==> src/rtl/gate_eval_arbiter.sv <==
// Two-requester round-robin front end sharing one registered gate evaluator.
// Each accepted operand vector settles for SETTLE_CYCLES before its result is offered.
module gate_eval_arbiter #(
  parameter int SETTLE_CYCLES = 2
) (
  input  logic       clk,
  input  logic       rst_n,
  input  logic       req0_valid,
  input  logic [2:0] req0_abc,
  output logic       req0_ready,
  input  logic       req1_valid,
  input  logic [2:0] req1_abc,
  output logic       req1_ready,
  output logic       rsp_valid,
  output logic       rsp_id,
  output logic       rsp_q,
  input  logic       rsp_ready,
  output logic       busy,
  output logic [7:0] eval_count
);

  typedef enum logic [1:0] {IDLE, SETTLE, RESP} state_t;

  localparam logic [2:0] SETTLE_LOAD = 3'(SETTLE_CYCLES);

  state_t     state;
  state_t     state_nxt;
  logic [2:0] cnt_p0;
  logic [2:0] abc_p0;
  logic       last_grant;
  logic       any_valid;
  logic       gnt_id;
  logic       accept;
  logic       rsp_done;

  function automatic logic eval_q(input logic [2:0] abc);
    logic a, b, c;
    a = abc[2];
    b = abc[1];
    c = abc[0];
    return (a & b) | ((b | c) & (b & c));
  endfunction

  // Round-robin: a lone requester always wins; on contention the one not served last wins.
  always_comb begin
    any_valid = req0_valid | req1_valid;
    if (req0_valid && req1_valid) gnt_id = ~last_grant;
    else                          gnt_id = req1_valid;
  end

  assign req0_ready = rst_n && (state == IDLE) && any_valid && !gnt_id;
  assign req1_ready = rst_n && (state == IDLE) && any_valid &&  gnt_id;
  assign accept     = (req0_valid && req0_ready) || (req1_valid && req1_ready);
  assign rsp_done   = (state == RESP) && rsp_ready;
  assign rsp_valid  = (state == RESP);
  assign busy       = (state != IDLE);

  always_comb begin
    state_nxt = state;
    case (state)
      IDLE:    if (accept)          state_nxt = SETTLE;
      SETTLE:  if (cnt_p0 == 3'd1)  state_nxt = RESP;
      RESP:    if (rsp_ready)       state_nxt = IDLE;
      default:                      state_nxt = IDLE;
    endcase
  end

  always_ff @(posedge clk or negedge rst_n) begin
    if (!rst_n) begin
      state      <= IDLE;
      cnt_p0     <= 3'd0;
      abc_p0     <= 3'd0;
      rsp_id     <= 1'b0;
      rsp_q      <= 1'b0;
      last_grant <= 1'b1;
      eval_count <= 8'd0;
    end else begin
      state <= state_nxt;
      // Stage p0: operand capture on request handshake
      if ((state == IDLE) && accept) begin
        abc_p0 <= gnt_id ? req1_abc : req0_abc;
        rsp_id <= gnt_id;
        cnt_p0 <= SETTLE_LOAD;
      end
      // Stage p1: settle countdown, result sampled on the final settle cycle
      if (state == SETTLE) begin
        cnt_p0 <= 3'(cnt_p0 - 3'd1);
        if (cnt_p0 == 3'd1) rsp_q <= eval_q(abc_p0);
      end
      if (rsp_done) begin
        last_grant <= rsp_id;
        if (eval_count != 8'hFF) eval_count <= eval_count + 8'd1;
      end
    end
  end

endmodule
==> config.mk <==
export PLATFORM = sky130hd
export DESIGN_NAME = gate_eval_arbiter
export DESIGN_NICKNAME = d
export VERILOG_FILES = /design/src/rtl/gate_eval_arbiter.sv
export SDC_FILE = /design/constraint.sdc
export NUM_CORES = 1
export LEC_CHECK = 0
export CAP_MARGIN = 0
export CELL_PAD_IN_SITES_DETAIL_PLACEMENT = 0
export CELL_PAD_IN_SITES_GLOBAL_PLACEMENT = 1
export CORE_ASPECT_RATIO = 1.4
export CORE_UTILIZATION = 37
export DETAILED_ROUTE_END_ITERATION = 6
export PLACE_DENSITY = 0.89
export SLEW_MARGIN = 20
export SYNTH_ARGS = -nofsm -noshare
export SYNTH_HDL_FRONTEND = slang
export SYNTH_SLANG_ARGS = --single-unit
==> constraint.sdc <==
create_clock -name clk -period 1.51 [get_ports clk]
set_input_delay 0.151 -clock clk [delete_from_list [all_inputs] [get_ports clk]]
set_output_delay 0.151 -clock clk [all_outputs]
set_load 0.01 [all_outputs]
==> Word level (Yosys, flattened, before mapping) <==
Index checks and enable logic that the tools add are counted.
{ "totals": {"elab_cells": 48, "in_bits": 11, "ff_bits": 19, "output_inout_bits": 14} }
{ "classes": {"muxes": 8, "bitwise_logic": 7, "n_reduce_logical": 17, "addsub": 2, "eq_ne": 7} }
{ "op_table": {"columns": ["op", "n"], "rows": [
  ["1-bit logical AND", 9],
  ["3-bit two-way mux", 3],
  ["8-bit by 1-bit adder with 8-bit output, second input constant", 1],
  ["8-bit inequality test, second input constant", 1],
  ["2-bit two-way mux", 3],
  ["2-bit case mux with 3 select lines", 1],
  ["2-bit inequality test, second input constant", 2],
  ["2-bit AND reduction", 2],
  ["2-bit nonzero test", 2],
  ["1-bit bitwise AND", 3],
  ["3-bit by 1-bit equality test with 1-bit output, second input constant", 1],
  ["1-bit bitwise OR", 3],
  ["3-bit AND reduction", 1],
  ["3-bit by 1-bit subtractor with 3-bit output, second input constant", 1],
  ["2-bit by 1-bit equality test with 1-bit output, second input constant", 1],
  ["2-bit equality test, second input constant", 1],
  ["2-bit zero test", 1],
  ["2-bit by 1-bit inequality test with 1-bit output, second input constant", 1],
  ["1-bit zero test", 1],
  ["1-bit logical OR", 1],
  ["1-bit two-way mux", 1],
  ["1-bit inverter", 1]
]} }

==> Depth between registers and ports, before layout <==
{ "depth": {"ltp_word": 9, "depth_mapped": 5, "depth_no_buf": 5} }

==> Worst setup path before layout <==
OpenSTA, ideal clock, no wires.
{ "synth_timing": {"path_kind": "flip-flop to flip-flop", "from": "register eval_count[0]", "to": "register eval_count[1]", "t_required_ns": 1.382, "setup_ns": 0.128, "period_less_slack_ns": 1.448, "path_slack_ns": 0.062, "stages_incl_launch_ff": 5, "path_buffers": 0, "arrival_time_ns": 1.320, "cell_sequence": "dfrtp_1 ha_1 nand4_1 o21ai_2 mux2_1"} }
{ "synth_between": {"elab_chain_cells": 2, "elab_cells_between_ends": 3, "cone_classes": "add/sub: 1; eq/ne: 1; reduce/logical: 1"} }
{ "synth_rtl": {"columns": ["element", "line_no", "rtl"], "rows": [
  ["start: declaration", "19", "output logic [7:0] eval_count"],
  ["start signal: assignment", "92", "if (eval_count != 8'hFF) eval_count <= eval_count + 8'd1;"],
  ["parallel branches: the longest is 2 deep, another holds 8-bit by 1-bit adder with 8-bit output", null, null]
]} }
Parallel ways; which one is timed is not known.
A chain may end at the register's enable or synchronous reset.

==> Final worst setup path <==
{ "layout_timing": {"from": "register state[1]", "to": "output rsp_valid"} }
{ "layout_between": {"elab_chain_cells": 1} }
{ "layout_rtl": {"columns": ["element", "line_no", "rtl"], "rows": [
  ["start: declaration", "26", "state_t state;"],
  ["start signal: assignment", "78", "state <= state_nxt;"],
  ["2-bit equality test", "55", "assign rsp_valid = (state == RESP);"],
  ["end: declaration", "14", "output logic rsp_valid,"]
]} }
No other way between the ends.

==> impl_metrics.yaml <==
placed_design:
  place_hpwl_um: 1700
  port_buffers: 24
  finalWeightedCongestion: 0.845
  place_area_um2: 1430
  placed_cells: 168
  pre_cts_slack_ns: -0.188
sta:
  worst_pin_slew_ns: 0.275
  fin_crit_ns: 1.45
  fin_skew_ns: 0.00654
  whs_ns: 0.279
  setup_viol: 0
  layout_setup_ws_ns: 0.0580
  period_share_pct: 96.2
  max-slew-margin-rel_pct: 81.6
  hold_viol_final: 0
  max_freq_mhz: 689
  grt_setup_unrepaired: "true"
  slew_viol_final: 0
route:
  vias_per_cell: 4.94
  wl_um: 2210
  routed-via-count: 854
  wl_per_cell_um: 12.8
  dr.pass1.iters: 4
  drc_errors: 0
  ant_nets: 0
  drtIter0Drc: 17
cts:
  clk_pin_slew_ns: 0.11
  cts-root-buf: "clkbuf_4"
  clk_latency_ns: 0.29
  cts_hold_buffers: 0
  clockBufferDepth: 2
  cts_buffers: 3
  h-tree-depth: 1
  cts.sinks: 19
  cts_tree: "yes"
finish:
  stdcell_count: 173
  drive_above_1_share_pct: 35.0
  design_area_um2: 1500
  final_common_cell: "buf_4"
  antennaDiodeCount: 0
  final_cell_mix: "buf_4 (18), dfrtp_1 (16), clkdlybuf4s50_1 (14)"
  syn2layout_area_growth_pct: 47.4
  final_nets: 152
die:
  initial_core_util_pct: 38.9
  die_h_um: 64
  die_x_um: 46.3
  row_count: 22
  ios: 25
  core_um2: 2620
  dieArea_um2: 2960
yosys:
  yosys.area.top_type_share_pct: 44.3
  synth_ff_type: "dfrtp_1"
  synth_top_cell_by_area: "dfrtp_1"
  ys_seq_area_share_pct: 46.9
  yosys.area_share.simple_pct: 19.5
  netlist-cell-type-count: 38
  synth_seq_cells: 19
  synthesis.area_um2: 1020
  synth_compound_area_share_pct: 12.4
  synth_top_family_by_area: "simple AND/OR/NAND/NOR gates"
  synth_fa_ha_area_share_pct: 3.69
  async_reset_ff_share_pct: 100
  yosysWarnings: 0
  synthMuxAreaShare_pct: 13.5
  syn-num-nets: 105
  ys_top_cells_by_area: "dfrtp_1 (44%), mux2_2 (8.9%), ha_1 (3.7%)"
  synth_xor_area_share_pct: 1.72
  netlist_instances: 91
  synth_edf_count: 0
  syn_area_per_cell_um2: 11.2
global_route:
  grt_pass1_wl_um: 3570
  first_global_vias: 855
  grt.total_usage_pct: 16.3
  grt_max_degree: 20
  grt-ovfl-total: 0
  antenna_found_initial: 0
power_and_ir_drop:
  cellPowerDensity_nw_per_um2: 1370
  leakagePower_nw: 0.765
  ir_worst_vdd_mv: 1.07
critical_path:
  critPathLaunchType: "flip-flop"
  end_kind: "output pin"
  cp.required_ns: 1.36
  crit_arrival_ns: 1.30
  criticalPathCategory: "flip-flop to output pin"
  reg2reg_depth: 5
  crit_fanout: 6
worst_hold_path:
  hold_path_class: "primary input to asynchronous set/reset pin"
job:
  cap_viol_max_count: 0
outcome:
  status: "completed"
per-layer routing:
| metal | up-vias | GRT usage [%] | wire, um | part of all wire [%] |
|---|---|---|---|---|
| li1 | 417 | - | - | - |
| met1 | 415 | 19.8 | 898 | 41 |
| met2 | 20 | 28.7 | 1220 | 55 |
| met3 | 2 | 1.98 | 83 | 3.8 |
| met4 | 0 | 4.41 | 7 | 0.32 |
| met5 | - | 0 | 0 | 0 |
logic make-up after synthesis:
group | count (synthesis)
buf+inv | 6
compound gates | 17
flops | 19
simple gates | 32
mux | 12
fa+ha+maj | 3
xor+xnor | 2
critical path, cell delays in order (launching register included):
cell and delay (ns):
dfrtp_1 0.41, buf_4 0.16, nor2b_2 0.15, dlygate4sd2_1 0.28
state kept, by name, summed over array words and instances (netlist names):
name        count
abc_p0          3
cnt_p0          3
eval_count      8
last_grant      1
rsp_id          1
rsp_q           1
state           2
worst paths after layout:
kind | startpoint | end | slack [ns]
max | state[1] | rsp_valid | 0.06
min | rst_n | eval_count[6] | 0.28
max reg2reg | eval_count[0] | eval_count[3] | 0.07
min reg2reg | last_grant | last_grant | 0.48
max in group asynchronous | rst_n | last_grant | 0.96
min in group clk | last_grant | last_grant | 0.48
through the flow:
step	total power [mW]	util, %	TNS, ns
after floorplan	1.35	-	0
after global placement	1.80	54.6	-1.10
after detailed placement	1.84	54.6	-1.11
after CTS	2.08	55.4	0
after global routing	2.23	57.3	-0.0294
final	2.06	57.3	0
cell usage after synthesis (2+ instances only):
master	instances
nand2b_1	2
xnor2_1	2
nor2b_1	3
dfrtp_1	18
nand2_1	8
inv_1	6
nor2_1	6
nor3_1	2
mux2_2	8
mux2_1	2
ha_1	3
nand3_1	2
o21ai_0	4
what timing repair did:
action,4_1_cts,5_1_grt
resized for setup,12,13
setup endpoints to repair,5,10
setup buffers,0,1
pin swaps,1,1
gates cloned,0,0
power breakdown:
| group | internal [mW] | switching, mW |
|---|---|---|
| Combinational | 0.551 | 0.433 |
| Sequential | 0.697 | 0.121 |
| Clock | 0.0984 | 0.158 |
| Total | 1.35 | 0.712 |
final cells by class:
| class | instances | area [um^2] |
|---|---|---|
| fillers | 236 | 1120 |
| multi-input cells | 66 | 546 |
| flip-flops and latches | 19 | 479 |
| repair buffers | 42 | 378 |
| well taps | 36 | 45.0 |
| clock buffers | 3 | 22.5 |
| inverters | 6 | 22.5 |
| clock inverters | 1 | 5.00 |
(Power assumes the default switching activity.)
